$ cat src/rtl/decade_scan_ctrl.sv
// BCD decade counter chain with IDLE/RUN/PAUSE sequencing and a multiplexed seven-segment scan.
// Define DECADE_SCAN_LZB_EN to enable leading-zero blanking on the segment bus.
module decade_scan_ctrl #(
    parameter int unsigned TICK_DIV   = 100000000,
    parameter int unsigned SCAN_DIV   = 50000,
    parameter int unsigned NUM_DIGITS = 4
) (
    input  logic                    clk,
    input  logic                    rst,
    input  logic                    cmd_start,
    input  logic                    cmd_stop,
    input  logic                    cmd_clear,
    output logic                    running,
    output logic                    wrap,
    output logic [4*NUM_DIGITS-1:0] count_bcd,
    output logic [NUM_DIGITS-1:0]   digit_sel,
    output logic [6:0]              seg
);

    localparam int unsigned TW = (TICK_DIV > 1) ? $clog2(TICK_DIV) : 1;
    localparam int unsigned SW = (SCAN_DIV > 1) ? $clog2(SCAN_DIV) : 1;
    localparam int unsigned IW = (NUM_DIGITS > 1) ? $clog2(NUM_DIGITS) : 1;
    localparam logic [TW-1:0] TickLast = TW'(TICK_DIV - 1);
    localparam logic [SW-1:0] ScanLast = SW'(SCAN_DIV - 1);
    localparam logic [IW-1:0] IdxLast  = IW'(NUM_DIGITS - 1);

    typedef enum logic [1:0] {StIdle, StRun, StPause} state_e;

    state_e                       state_q, state_d;
    logic [TW-1:0]                presc_q, presc_d;
    logic [NUM_DIGITS-1:0][3:0]   digits_q, digits_d;
    logic                         running_q, wrap_q, wrap_d;
    logic [SW-1:0]                scan_cnt_q, scan_cnt_d;
    logic [IW-1:0]                scan_idx_q, scan_idx_d;
    logic [NUM_DIGITS-1:0]        digit_sel_q, digit_sel_d;
    logic [6:0]                   seg_q, seg_d;
    logic                         tick, tick_eff, carry;
    logic [3:0]                   sel_digit;

    function automatic logic [6:0] glyph(input logic [3:0] d);
        case (d)
            4'd0:    glyph = 7'h01;
            4'd1:    glyph = 7'h4F;
            4'd2:    glyph = 7'h12;
            4'd3:    glyph = 7'h06;
            4'd4:    glyph = 7'h4C;
            4'd5:    glyph = 7'h24;
            4'd6:    glyph = 7'h20;
            4'd7:    glyph = 7'h0F;
            4'd8:    glyph = 7'h00;
            4'd9:    glyph = 7'h04;
            default: glyph = 7'h7F;
        endcase
    endfunction

    // Priority clear > stop > start; an asserted stop masks start in the same cycle.
    always_comb begin
        state_d = state_q;
        if (cmd_clear) begin
            state_d = StIdle;
        end else if (cmd_stop) begin
            if (state_q == StRun) state_d = StPause;
        end else if (cmd_start) begin
            if (state_q != StRun) state_d = StRun;
        end
    end

    assign tick     = (state_q == StRun) && (presc_q == TickLast);
    assign tick_eff = tick && !cmd_clear && !cmd_stop;

    always_comb begin
        presc_d = '0;
        if (state_q == StRun && state_d == StRun && !tick) presc_d = presc_q + 1'b1;
    end

    // Ripple the carry through every digit within the tick cycle.
    always_comb begin
        digits_d = digits_q;
        wrap_d   = 1'b0;
        carry    = 1'b0;
        if (cmd_clear) begin
            digits_d = '0;
        end else if (tick_eff) begin
            carry = 1'b1;
            for (int i = 0; i < NUM_DIGITS; i++) begin
                if (carry) begin
                    if (digits_q[i] == 4'd9) begin
                        digits_d[i] = 4'd0;
                    end else begin
                        digits_d[i] = digits_q[i] + 4'd1;
                        carry       = 1'b0;
                    end
                end
            end
            wrap_d = carry;
        end
    end

    always_comb begin
        scan_cnt_d = scan_cnt_q + 1'b1;
        scan_idx_d = scan_idx_q;
        if (scan_cnt_q == ScanLast) begin
            scan_cnt_d = '0;
            scan_idx_d = (scan_idx_q == IdxLast) ? '0 : scan_idx_q + 1'b1;
        end
    end

    // Segments are built from next-state values so seg tracks count_bcd on the same edge.
    always_comb begin
        digit_sel_d             = '0;
        digit_sel_d[scan_idx_d] = 1'b1;
        sel_digit               = digits_d[scan_idx_d];
        seg_d                   = glyph(sel_digit);
`ifdef DECADE_SCAN_LZB_EN
        if (scan_idx_d != '0) begin
            seg_d = 7'h7F;
            for (int i = 0; i < NUM_DIGITS; i++) begin
                if (i >= int'(scan_idx_d) && digits_d[i] != 4'd0) seg_d = glyph(sel_digit);
            end
        end
`endif
    end

    always_ff @(posedge clk) begin
        if (rst) begin
            state_q     <= StIdle;
            presc_q     <= '0;
            digits_q    <= '0;
            running_q   <= 1'b0;
            wrap_q      <= 1'b0;
            scan_cnt_q  <= '0;
            scan_idx_q  <= '0;
            digit_sel_q <= NUM_DIGITS'(1);
            seg_q       <= 7'h01;
        end else begin
            state_q     <= state_d;
            presc_q     <= presc_d;
            digits_q    <= digits_d;
            running_q   <= (state_d == StRun);
            wrap_q      <= wrap_d;
            scan_cnt_q  <= scan_cnt_d;
            scan_idx_q  <= scan_idx_d;
            digit_sel_q <= digit_sel_d;
            seg_q       <= seg_d;
        end
    end

    assign running   = running_q;
    assign wrap      = wrap_q;
    assign count_bcd = digits_q;
    assign digit_sel = digit_sel_q;
    assign seg       = seg_q;

endmodule

$ cat config.mk
export PLATFORM = sky130hd
export DESIGN_NAME = decade_scan_ctrl
export DESIGN_NICKNAME = d
export VERILOG_FILES = /design/src/rtl/decade_scan_ctrl.sv
export SDC_FILE = /design/constraint.sdc
export NUM_CORES = 1
export LEC_CHECK = 0
export BUFFER_PORTS_ARGS = -buffer_cell sky130_fd_sc_hd__buf_2
export CAP_MARGIN = 40
export CORE_UTILIZATION = 59
export DETAILED_ROUTE_END_ITERATION = 10
export PLACE_DENSITY_LB_ADDON = 0.05
export RECOVER_POWER = 100
export SYNTH_ARGS = -nofsm -noshare
export SYNTH_HDL_FRONTEND = slang
export SYNTH_SLANG_ARGS = --single-unit
$ cat constraint.sdc
create_clock -name clk -period 3.35 [get_ports clk]
set_input_delay 0.67 -clock clk [delete_from_list [all_inputs] [get_ports clk]]
set_output_delay 0.67 -clock clk [all_outputs]
set_load 0.05 [all_outputs]
; After elaboration in Yosys (flattened, before gate mapping)
; Memory sizes are Yosys's and may differ from the RTL's. A register that Yosys moved wholly into a read port is not among the register bits.
; Cells that the tools add are included.
[word_totals]
input_bits = 5
mem_count = 1
reg_bits = 69
romBits = 112
[classes]
reduce_logical = 12
bitwise = 3
n_lt_le_gt_ge = 2
n_eq_ne = 10
add_sub_neg = 7
mux = 32
[mem_list]
columns = name, depth, word_bits, read_ports, rd_ports_with_merged_regs, wr, line_no
row1 = (no name shown), 16, 7, 1, 1, 0, 41  ; case (d)
[ops]
columns = op, count
row1 = 2-to-1 mux 16 bit, 2
row2 = 2-to-1 mux 4 bit, 8
row3 = "adder 27 x 1 -> 27 bit, second input constant", 1
row4 = "equality test 27 bit, second input constant", 1
row5 = "adder 16 x 1 -> 16 bit, second input constant", 1
row6 = "adder 4 x 1 -> 4 bit, second input constant", 4
row7 = "equality test 16 bit, second input constant", 1
row8 = "equality test 4 bit, second input constant", 4
row9 = 2-to-1 mux 2 bit, 7
row10 = 2-to-1 mux 1 bit, 13
row11 = binary-select mux 4 bit (select 2 bit), 1
row12 = logical AND 1 bit, 6
row13 = "equality test 2 x 1 -> 1 bit, second input constant", 2
row14 = OR reduction 2 bit, 2
row15 = OR reduction 4 bit, 1
row16 = zero test 1 bit, 3
row17 = "< comparator 2 x 3 -> 1 bit, second input constant", 1
row18 = NOT 1 bit, 3
row19 = "adder 2 x 1 -> 2 bit, second input constant", 1
row20 = demux 1 bit (select 2 bit), 1
row21 = "equality test 2 bit, second input constant", 1
row22 = ">= comparator 2 x 1 -> 1 bit, second input constant", 1
row23 = "inequality test 2 x 1 -> 1 bit, second input constant", 1

; Longest topological paths before layout
; Gate-level depths: netlist of the first run.
[logic_depth]
depth_word = 17
ltp_mapped = 13
depth_no_buf = 12

; Least setup slack after synthesis of the first run
; No wires, ideal clock.
[synth_path]
path_kind = flip-flop to flip-flop
start = reg digits_q, in the netlist count_bcd[0]
end = reg seg_q[3], in the netlist seg[3]
arrival_ns = 3.123
path_slack_ns = 0.091
setup_time_ns = 0.136
period_less_slack_ns = 3.259
path_buffers = 1
t_required_ns = 3.214
path_stages_with_launch = 13
path_cell_list = dfxtp_1 > ha_1 > and3b_1 > clkbuf_1 > nand4_1 > or4_4 > o31a_1 > o32ai_1 > nor2_1 > ha_1 > inv_1 > mux2i_1 > a21oi_1
[synth_via]
elab_chain_len = 15
[synth_rtl]
columns = item, line_no
row1 = start: declaration, 31  ; logic [NUM_DIGITS-1:0][3:0] digits_q, digits_d;
row2 = start signal: assignment, 138  ; digits_q <= digits_d;
row3 = equality test 4 bit, 87  ; if (digits_q[i] == 4'd9) begin
row4 = 2-to-1 mux 1 bit, 87
row5 = 2-to-1 mux 1 bit, 83  ; end else if (tick_eff) begin
row6 = 2-to-1 mux 1 bit, 81  ; if (cmd_clear) begin
row7 = 2-to-1 mux 1 bit, 86  ; if (carry) begin
row8 = 2-to-1 mux 1 bit, 83
row9 = 2-to-1 mux 1 bit, 81
row10 = 2-to-1 mux 1 bit, 86
row11 = 2-to-1 mux 1 bit, 83
row12 = 2-to-1 mux 1 bit, 81
row13 = 2-to-1 mux 4 bit, 86
row14 = 2-to-1 mux 16 bit (*), 83
row15 = 2-to-1 mux 16 bit (*), 81
row16 = binary-select mux 4 bit (select 2 bit) (*), 112  ; sel_digit = digits_d[scan_idx_d];
row17 = 2-to-1 mux 4 bit (not written as such) (*), 112
row18 = end: declaration, 36  ; logic [6:0] seg_q, seg_d;
; Every way passes the cells marked *; elsewhere a longest branch is shown, timed or not. The select of a mux whose other input is x is not followed.
; A chain may end at the register's enable or synchronous reset.

; Worst setup path in the final report of the first run
[layout_path]
start = reg presc_q[0]
end = reg seg_q[1], in the netlist seg[1]
[layout_via]
elab_chain_len = 8
[layout_rtl]
columns = item, line_no
row1 = start: declaration, 30  ; logic [TW-1:0] presc_q, presc_d;
row2 = start signal: assignment, 137  ; presc_q <= presc_d;
row3 = equality test 27 bit, 68  ; assign tick = (state_q == StRun) && (presc_q == TickLast);
row4 = logical AND 1 bit, 68
row5 = logical AND 1 bit (2 in series), 69  ; assign tick_eff = tick && !cmd_clear && !cmd_stop;
row6 = 2-to-1 mux 16 bit, 83
row7 = 2-to-1 mux 16 bit, 81
row8 = binary-select mux 4 bit (select 2 bit), 112
row9 = 2-to-1 mux 4 bit (not written as such), 112
; Every way passes these cells. The select of a mux whose other input is x is not followed.

==> flow_summary.json, run 1 <==
{
  "die-area_um2": 6600,
  "fmaxAchievable_ghz": 0.315,
  "first_pass_iters": 4,
  "root_buffer": "clkbuf_8",
  "wl_per_cell_um": 14.2,
  "htreeDepth": 3,
  "diodes": 0,
  "skew_ns": 0.0104,
  "placed_cell_area_um2": 3980,
  "routed_wl_mm": 7.59,
  "cpMaxStageDelayCell": "or3_1",
  "whs_ns": 0.453,
  "synth_warnings": 0,
  "coreArea_um2": 5990,
  "met3_usage_pct": 5.06,
  "clk_path_buf_depth": 2,
  "total_power_uw": 1550,
  "grt_pass1_wl_mm": 12.4,
  "io_buffers": 33,
  "vias": 3042,
  "crit_chain": "ha_1 > and4_1 > nand4_1 > buf_4 > nor4_1 > mux2i_1 > o22ai_1 > or3_1 > o31ai_2 > a31oi_1",
  "critPathMaxFanout": 7,
  "die_height_um": 81.2,
  "crit_type": "register to register",
  "avgSynthCellArea_um2": 8.91,
  "holdCritPathClass": "register to register",
  "rsz0062_at_grt": "false",
  "ys_ff_latch": 76,
  "hpwlAfterDp_mm": 5.54,
  "cp.arrival_ns": 3.38,
  "tns_ns": 0,
  "met1_usage_pct": 32.8,
  "worst_pin_slew_ns": 1.02,
  "synth_top_area_share_pct": 41.1,
  "pre_cts_ws_ns": 0.189,
  "grt_usage_pct": 24.7,
  "cts_tree": "done",
  "antenna_found_initial": 0,
  "hold_viol": 0,
  "synth_nets": 438,
  "ios": 34,
  "path_buf_inv": 1,
  "p_leak_uw": 0.00148,
  "grt.overflow.total": 0,
  "ant_nets": 0,
  "grt_busiest_layer": "met2",
  "synthTopCellsByArea": "dfxtp_1 (41%), nor2_1 (8.5%), ha_1 (5.7%)",
  "ir_drop_mv": 0.260,
  "holdPathEnd": "scan_cnt_q[0]",
  "finalSetupViolCount": 0,
  "async_reset_ff_share_pct": 0,
  "design_area_um2": 4100,
  "seq_area_frac_synth_pct": 41.1,
  "yosys.area.top_type": "dfxtp_1",
  "setup_ws_ns": 0.179,
  "start_util_pct": 61.8,
  "cts.clk_slew.worst_paths_ns": 0.08,
  "slew_viol_final": 0,
  "synthesis.area_um2": 3700,
  "drive_above_1_share_pct": 9.11,
  "crit_family": "simple AND/OR/NAND/NOR gates",
  "netlist_instances": 416,
  "rr_startpoint": "presc_q[0]",
  "clkLatencyLatePin_ns": 0.34,
  "outcome": "completed",
  "drt_iter0_drc": 95,
  "required_ns": 3.56,
  "slew_headroom_pct": 32.2,
  "syn_to_final_growth_pct": 10.7,
  "synth.most_common_cell": "nor2_1",
  "synth_edf_count": 0,
  "synthFlopType": "dfxtp_1",
  "maxCapViolations": 0,
  "crit_cells": 10,
  "drc": 0,
  "hp-start": "scan_cnt_q[0]",
  "place_congestion": 0.868,
  "synthTopCellsByCount": "nor2_1 (84), dfxtp_1 (76), nand3_1 (29)",
  "crit_path_max_incr_delay_ns": 0.52,
  "layout_min_cycle_time_ns": 3.17,
  "p_per_area_nw_per_um2": 378,
  "start_kind": "register",
  "reg2reg_slack_ns": 0.18,
  "r2r.worst_path.cells": 10,
  "nets": 479,
  "cts_buffers": 9,
  "yosysUniqueCellTypes": 56,
  "end_kind": "register",
  "r2r-end": "seg[1]",
  "clock_sinks": 76,
  "die_w_um": 81.2,
  "grt_max_degree": 28,
  "fin_crit_sh_pct": 94.7,
  "num_rows": 28,
  "hold_depth": 1,
  "first_global_vias": 2762,
  "drt-vias-per-instance": 5.68,
  "use_met2_pct": 38.4
}
[layout by cell type, fill, tap and decap left out, types with 3 or more instances in the layout]
cell type,instances
nor2_1,84
dfxtp_1,76
clkbuf_1,33
nand3_1,28
xor2_1,24
nand2_1,20
ha_1,17
and3_1,15
mux2i_1,14
xnor2_1,14
nor4_1,10
a21oi_1,10
clkbuf_8,10
inv_1,9
buf_4,8
nand4_1,7
or3_1,6
nor3_1,6
or4_1,4
o21ai_0,4
a31oi_1,4
nor2b_1,3
and3b_1,3
o31a_1,3
nand2b_1,3
buf_2,3
[cell type report]
| class | instances | area [um2] |
|---|---|---|
| sequential | 76 | 1520 |
| timing repair buffer | 44 | 200 |
| clock buffer | 11 | 141 |
| inverter | 10 | 37.5 |
| multi-input combinational | 316 | 2080 |
| clock inverter | 4 | 26.3 |
| tap | 75 | 93.8 |
| fill | 519 | 1890 |
[flip-flops by register name, indices dropped and copies added, names as in the netlist]
signal      flops
wrap            1
seg             7
scan_cnt_q     16
scan_idx_q      2
count_bcd      16
presc_q        27
running         1
digit_sel       4
state_q         2
[per-stage QoR]
step | util (%) | instances
floorplan | - | 416
finish | 68.4 | 536
global placement | 66.4 | 520
CTS | 69.2 | 535
global route | 68.4 | 536
detailed placement | 66.4 | 520
[worst max-delay path by stage]
stage | startpoint | endpoint | slack [ns]
after CTS | presc_q[0] | seg[1] | 0.18
after floorplan | count_bcd[0] | seg[3] | 0.09
after detailed placement | presc_q[0] | seg[1] | 0.19
after global placement | cmd_clear | seg[6] | 0.26
after global routing | presc_q[12] | seg[6] | 0.006
final | presc_q[0] | seg[1] | 0.18
[routing by layer]
metal / share of wire, % / wire (um)
met3: 4.2 / 317
met2: 46 / 3470
met4: 2.0 / 154
met5: 0 / 0
met1: 48 / 3650
[where the power goes]
| group | total, uW | switching (uW) | internal, uW |
|---|---|---|---|
| logic | 31.4 | 22.4 | 9.02 |
| clock network | 609 | 325 | 284 |
| registers | 909 | 2.60 | 907 |
[kinds of logic after synthesis]
family,share of synthesized area (%)
AND/OR/NAND/NOR,29.6
flip-flops,41.1
XOR/XNOR,8.98
AO/OA/AOI/OAI,7.30
buffers and inverters,2.84
adder cells (fa/ha/maj),5.74
multiplexers,4.46
[worst register-to-register path, stage by stage, from the launching register on]
cell     delay, ns
dfxtp_1       0.38
ha_1          0.22
and4_1        0.34
nand4_1       0.12
buf_4         0.17
nor4_1        0.37
mux2i_1       0.34
o22ai_1       0.14
or3_1         0.52
o31ai_2       0.35
a31oi_1       0.09
[repair_timing]
action / CTS / global route
buffers inserted: 0 / 1
endpoints found under the setup margin: 0 / 3
resized for setup: 0 / 2
hold buffers: 0 / 0
Power figures use the tool's default switching activity.
==> inputs of run 2 (changes only) <==
--- a/config.mk
+++ b/config.mk
@@ -11,6 +11,7 @@
 export DETAILED_ROUTE_END_ITERATION = 10
 export PLACE_DENSITY_LB_ADDON = 0.05
 export RECOVER_POWER = 100
+export SETUP_SLACK_MARGIN = 0.2
 export SYNTH_ARGS = -nofsm -noshare
 export SYNTH_HDL_FRONTEND = slang
 export SYNTH_SLANG_ARGS = --single-unit
==> run 2 against run 1 <==
  * Final area increased by 2.3%
  * Power grew 11%
  * Sequential share of layout area is 0.74 points lower
  * Critical endpoint is now seg[6]
  * Hold slack worse by 0.020 ns
  * Highest routed layer unchanged
  * Critical path depth increased by 1
  * Largest power group unchanged
  * Die area did not move
==> flow_summary.json, run 2 (synthesis gave the netlist of run 1 again) <==
{
  "layout.cells.non_filler": 541,
  "rsz0062_at_grt": "false",
  "p_per_area_nw_per_um2": 409,
  "r2r.worst_path.cells": 11,
  "largest_reg_flops": 27,
  "critPathMaxFanout": 11,
  "p_leak_uw": 0.00151,
  "cts_buffers": 9,
  "clock_sinks": 76,
  "hpwlAfterDp_mm": 5.34,
  "holdPathEnd": "presc_q[0]",
  "first_global_vias": 2645,
  "p_switching_uw": 380,
  "ios": 34,
  "tns_ns": 0,
  "rr_startpoint": "presc_q[19]",
  "fin_crit_sh_pct": 91.9,
  "cts_tree": "done",
  "finalSetupViolCount": 0,
  "root_buffer": "clkbuf_8",
  "antenna_found_initial": 0,
  "whs_ns": 0.433,
  "nets": 483,
  "routed_wl_mm": 7.68,
  "place_congestion": 0.891,
  "cp.arrival_ns": 3.31,
  "clkPwrFrac_pct": 45.1,
  "final_cell_mix": "nor2_1 (84), dfxtp_1 (73), clkbuf_1 (33)",
  "skew_ns": 0.0113,
  "pre_cts_ws_ns": 0.0731,
  "diodes": 0,
  "cts.clk_slew.worst_paths_ns": 0.08,
  "place_inst": 520,
  "clkLatencyLatePin_ns": 0.35,
  "drive_above_1_share_pct": 10.9,
  "grt_max_degree": 28,
  "drt_iter0_drc": 116,
  "hp-start": "presc_q[0]",
  "drt-vias-per-instance": 5.62,
  "hold_viol": 0,
  "worst_pin_slew_ns": 1.06,
  "ant_nets": 0,
  "slew_viol_final": 0,
  "reg2reg_slack_ns": 0.27,
  "holdCritPathClass": "register to register",
  "slew_headroom_pct": 29.3,
  "final_common_cell": "nor2_1",
  "ir_drop_mv": 0.262,
  "die_w_um": 81.2,
  "syn_to_final_growth_pct": 13.2,
  "setup_ws_ns": 0.271,
  "htreeDepth": 3,
  "grt_pass1_wl_mm": 12.1,
  "wl_per_cell_um": 14.2,
  "switching_share_pct": 22.2,
  "r2r-end": "seg[6]",
  "coreArea_um2": 5990,
  "start_kind": "register",
  "maxCapViolations": 0,
  "layout_min_cycle_time_ns": 3.08,
  "end_kind": "register",
  "fill_cells": 512,
  "clk_path_buf_depth": 2,
  "crit_type": "register to register",
  "io_buffers": 33,
  "die-area_um2": 6600,
  "intPower_uw": 1340,
  "drc": 0,
  "start_util_pct": 61.8,
  "outcome": "completed",
  "grt.overflow.total": 0,
  "hold_depth": 1,
  "first_pass_iters": 4,
  "grt_usage_pct": 24.1,
  "p_comb_share_pct": 1.9,
  "die_height_um": 81.2,
  "power_frac_seq_pct": 53.0,
  "fmaxAchievable_ghz": 0.325,
  "required_ns": 3.58,
  "top_register": "presc_q",
  "vias": 3040,
  "num_rows": 28
}
-- run 2: how the worst max path moves through the flow --
| stage | from | endpoint |
|---|---|---|
| 4_1_cts | presc_q[0] | seg[1] |
| 3_3_place_gp | cmd_clear | seg[0] |
| 6_report | presc_q[19] | seg[6] |
| 2_1_floorplan | count_bcd[4] | seg[3] |
| 3_5_place_dp | cmd_clear | seg[0] |
| 5_1_grt | presc_q[19] | seg[6] |
-- run 2: metal layers --
metal	global-route usage [%]	vias up	share of wire (%)
met4	11.1	0	2.4
met1	30.6	1437	48
met5	0	-	0
met2	39.2	45	47
met3	4.72	14	2.6
li1	-	1544	-
-- run 2: stage by stage --
| step | util, % | instance area (um2) | power, uW |
|---|---|---|---|
| after floorplan | - | 3710 | 951 |
| after global placement | 66.4 | 3980 | 961 |
| after detailed placement | 66.4 | 3980 | 962 |
| after CTS | 70.2 | 4200 | 1720 |
| after global routing | 70.0 | 4190 | 1760 |
| final | 70.0 | 4190 | 1720 |
-- run 2: power by group through the flow --
stage                     clock [uW]  combinational (uW)  sequential (uW)
after floorplan                    0                20.5              931
after global placement             0                30.8              930
after detailed placement           0                32.2              930
after CTS                        780                32.3              909
after global routing             816                35.3              909
final                            775                32.3              909
-- run 2: layout make-up --
class                   instances  area, um2  area share (%)
multi-input cells             316       2090            49.9
flip-flops and latches         76       1530            36.4
repair buffers                 48        230            5.49
clock buffers                  10        128            3.04
well taps                      75       93.8            2.24
clock inverters                 6       88.8            2.12
inverters                      10       37.5           0.895
-- run 2: timing repair --
| action | in CTS | in global routing |
|---|---|---|
| gates resized for setup | 0 | 10 |
| endpoints found under the setup margin | 5 | 7 |
| hold buffers | 0 | 0 |
| buffers inserted | 1 | 4 |
| pin swaps | 1 | 5 |
-- run 2: critical path, stage by stage (launching register included) --
cell,delay (ns)
dfxtp_1,0.36
nor3b_1,0.36
nand3_1,0.11
clkbuf_1,0.27
or4_1,0.59
o31a_1,0.31
o32ai_2,0.25
nor2_1,0.11
buf_4,0.16
ha_1,0.19
mux2i_1,0.15
a21oi_1,0.09
==> inputs of run 3 (changes only) <==
--- a/config.mk
+++ b/config.mk
@@ -11,6 +11,7 @@
 export DETAILED_ROUTE_END_ITERATION = 10
 export PLACE_DENSITY_LB_ADDON = 0.05
 export RECOVER_POWER = 100
+export REMOVE_ABC_BUFFERS = 1
 export SETUP_SLACK_MARGIN = 0.2
 export SYNTH_ARGS = -nofsm -noshare
 export SYNTH_HDL_FRONTEND = slang
==> run 3 against run 2 <==
  * Sequential share of layout area fell by 0.38 points
  * Die area did not move
  * Fmax rose by 1.5%
  * Via count fell by 0.16%
  * Final area rose by 0.90%
  * Worst setup slack improved by 0.044 ns
  * Clock power rose by 5.8%
  * Clock skew fell by 0.0015 ns
  * Register-to-register slack improved by 0.04 ns
  * Combinational power rose by 5%
  * Hold slack improved by 0.020 ns
  * Critical path depth fell by 2
==> flow_summary.json, run 3 (synthesis gave the netlist of run 1 again) <==
{
  "outcome": "completed",
  "die_w_um": 81.2,
  "grt_pass1_wl_mm": 12.4,
  "p_leak_uw": 0.00154,
  "io_buffers": 33,
  "num_rows": 28,
  "critPathMaxFanout": 11,
  "first_pass_iters": 4,
  "antenna_found_initial": 0,
  "largest_reg_flops": 27,
  "top_register": "presc_q",
  "rsz0062_at_grt": "true",
  "wl_per_cell_um": 14.0,
  "skew_ns": 0.00983,
  "fmaxAchievable_ghz": 0.330,
  "cts_buffers": 9,
  "start_kind": "register",
  "worst_pin_slew_ns": 1.01,
  "ir_drop_mv": 0.248,
  "reg2reg_slack_ns": 0.32,
  "final_cell_mix": "nor2_1 (83), dfxtp_1 (75), clkbuf_1 (36)",
  "slew_viol_final": 0,
  "grt_max_degree": 28,
  "htreeDepth": 3,
  "end_kind": "register",
  "post-route-util_pct": 70.6,
  "hpwlAfterDp_mm": 5.39,
  "fin_crit_sh_pct": 90.6,
  "cts.clk_slew.worst_paths_ns": 0.08,
  "nets": 485,
  "ant_nets": 0,
  "die-area_um2": 6600,
  "place_inst": 523,
  "root_buffer": "clkbuf_8",
  "first_global_vias": 2819,
  "total_power_uw": 1760,
  "drt_iter0_drc": 131,
  "cts_hold_buf": 0,
  "hold_viol": 0,
  "cp.arrival_ns": 3.25,
  "vias": 3035,
  "slew_headroom_pct": 32.8,
  "drc": 0,
  "ios": 34,
  "place_congestion": 0.867,
  "clk_path_buf_depth": 2,
  "drive_above_1_share_pct": 11.1,
  "grt_usage_pct": 24.4,
  "required_ns": 3.56,
  "tns_ns": 0,
  "start_util_pct": 61.8,
  "cts_tree": "done",
  "layout.cells.non_filler": 543,
  "die_height_um": 81.2,
  "clock_sinks": 76,
  "drt-vias-per-instance": 5.59,
  "syn_to_final_growth_pct": 14.2,
  "routed_wl_mm": 7.63,
  "clkLatencyLatePin_ns": 0.35,
  "finalSetupViolCount": 0,
  "diodes": 0,
  "grt.overflow.total": 0,
  "final_common_cell": "nor2_1",
  "layout_min_cycle_time_ns": 3.03,
  "p_per_area_nw_per_um2": 417,
  "crit_type": "register to register",
  "maxCapViolations": 0,
  "holdCritPathClass": "register to register",
  "coreArea_um2": 5990
}
## run 3: cell count changes in the layout (fill, tap and decap cells not counted), sizes merged
cell      delta
clkbuf       +4
clkinvlp     -2
buf          -1
bufinv       +1
## run 3: worst max-delay path, cell delays in order (launching register included)
cell and delay, ns:
dfxtp_1 0.37, ha_1 0.22, and4_4 0.27, nand2_2 0.16, or4_1 0.61, or4b_1 0.54, a31oi_1 0.29, nor3_4 0.14
o31ai_4 0.24, a31oi_1 0.06
## run 3: through the flow
step | setup slack [ns] | instance area [um2] | hold WS, ns
after floorplan | 0.202 | 3640 | 0.413
after global placement | 0.256 | 4000 | 0.430
after detailed placement | 0.211 | 4000 | 0.437
after CTS | 0.201 | 4230 | 0.451
after global routing | 0.0921 | 4230 | 0.477
final | 0.315 | 4230 | 0.453
## run 3: worst paths after layout
path                                    start            end  cells after the start
worst max-delay path               presc_q[0]         seg[1]                      9
worst min register to register  scan_cnt_q[0]  scan_cnt_q[0]                      1
worst min-delay path            scan_cnt_q[0]  scan_cnt_q[0]                      1
worst max register to register     presc_q[0]         seg[1]                      9
## run 3: timing repair
| action | in CTS | in global routing |
|---|---|---|
| hold endpoints to repair | 0 | 0 |
| gates resized for setup | 0 | 15 |
| buffers inserted | 0 | 4 |
| pin swaps | 1 | 3 |
| endpoints found under the setup margin | 1 | 7 |
## run 3: final cells by class
class                           count  area, um2
Tap cell                           75       93.8
Inverter                           10       37.5
Fill cell                         495       1760
Timing Repair Buffer               50        238
Sequential cell                    76       1520
Clock inverter                      5        100
Clock buffer                       11        131
Multi-Input combinational cell    316       2110
## run 3: report_power, final
part           leakage, uW  total, uW  switching (uW)  internal [uW]
registers         0.000613        909            2.38            907
clock network     0.000117        820             327            493
logic             0.000809       33.8            23.6           10.2
## run 3: per-layer routing
layer	track usage (%)	part of all wire (%)	vias up	routed length, um
li1	-	-	1544	-
met1	31.5	49	1436	3720
met2	40.5	47	47	3570
met3	4.04	3.1	8	234
met4	9.82	1.3	0	101
met5	0	0	-	0
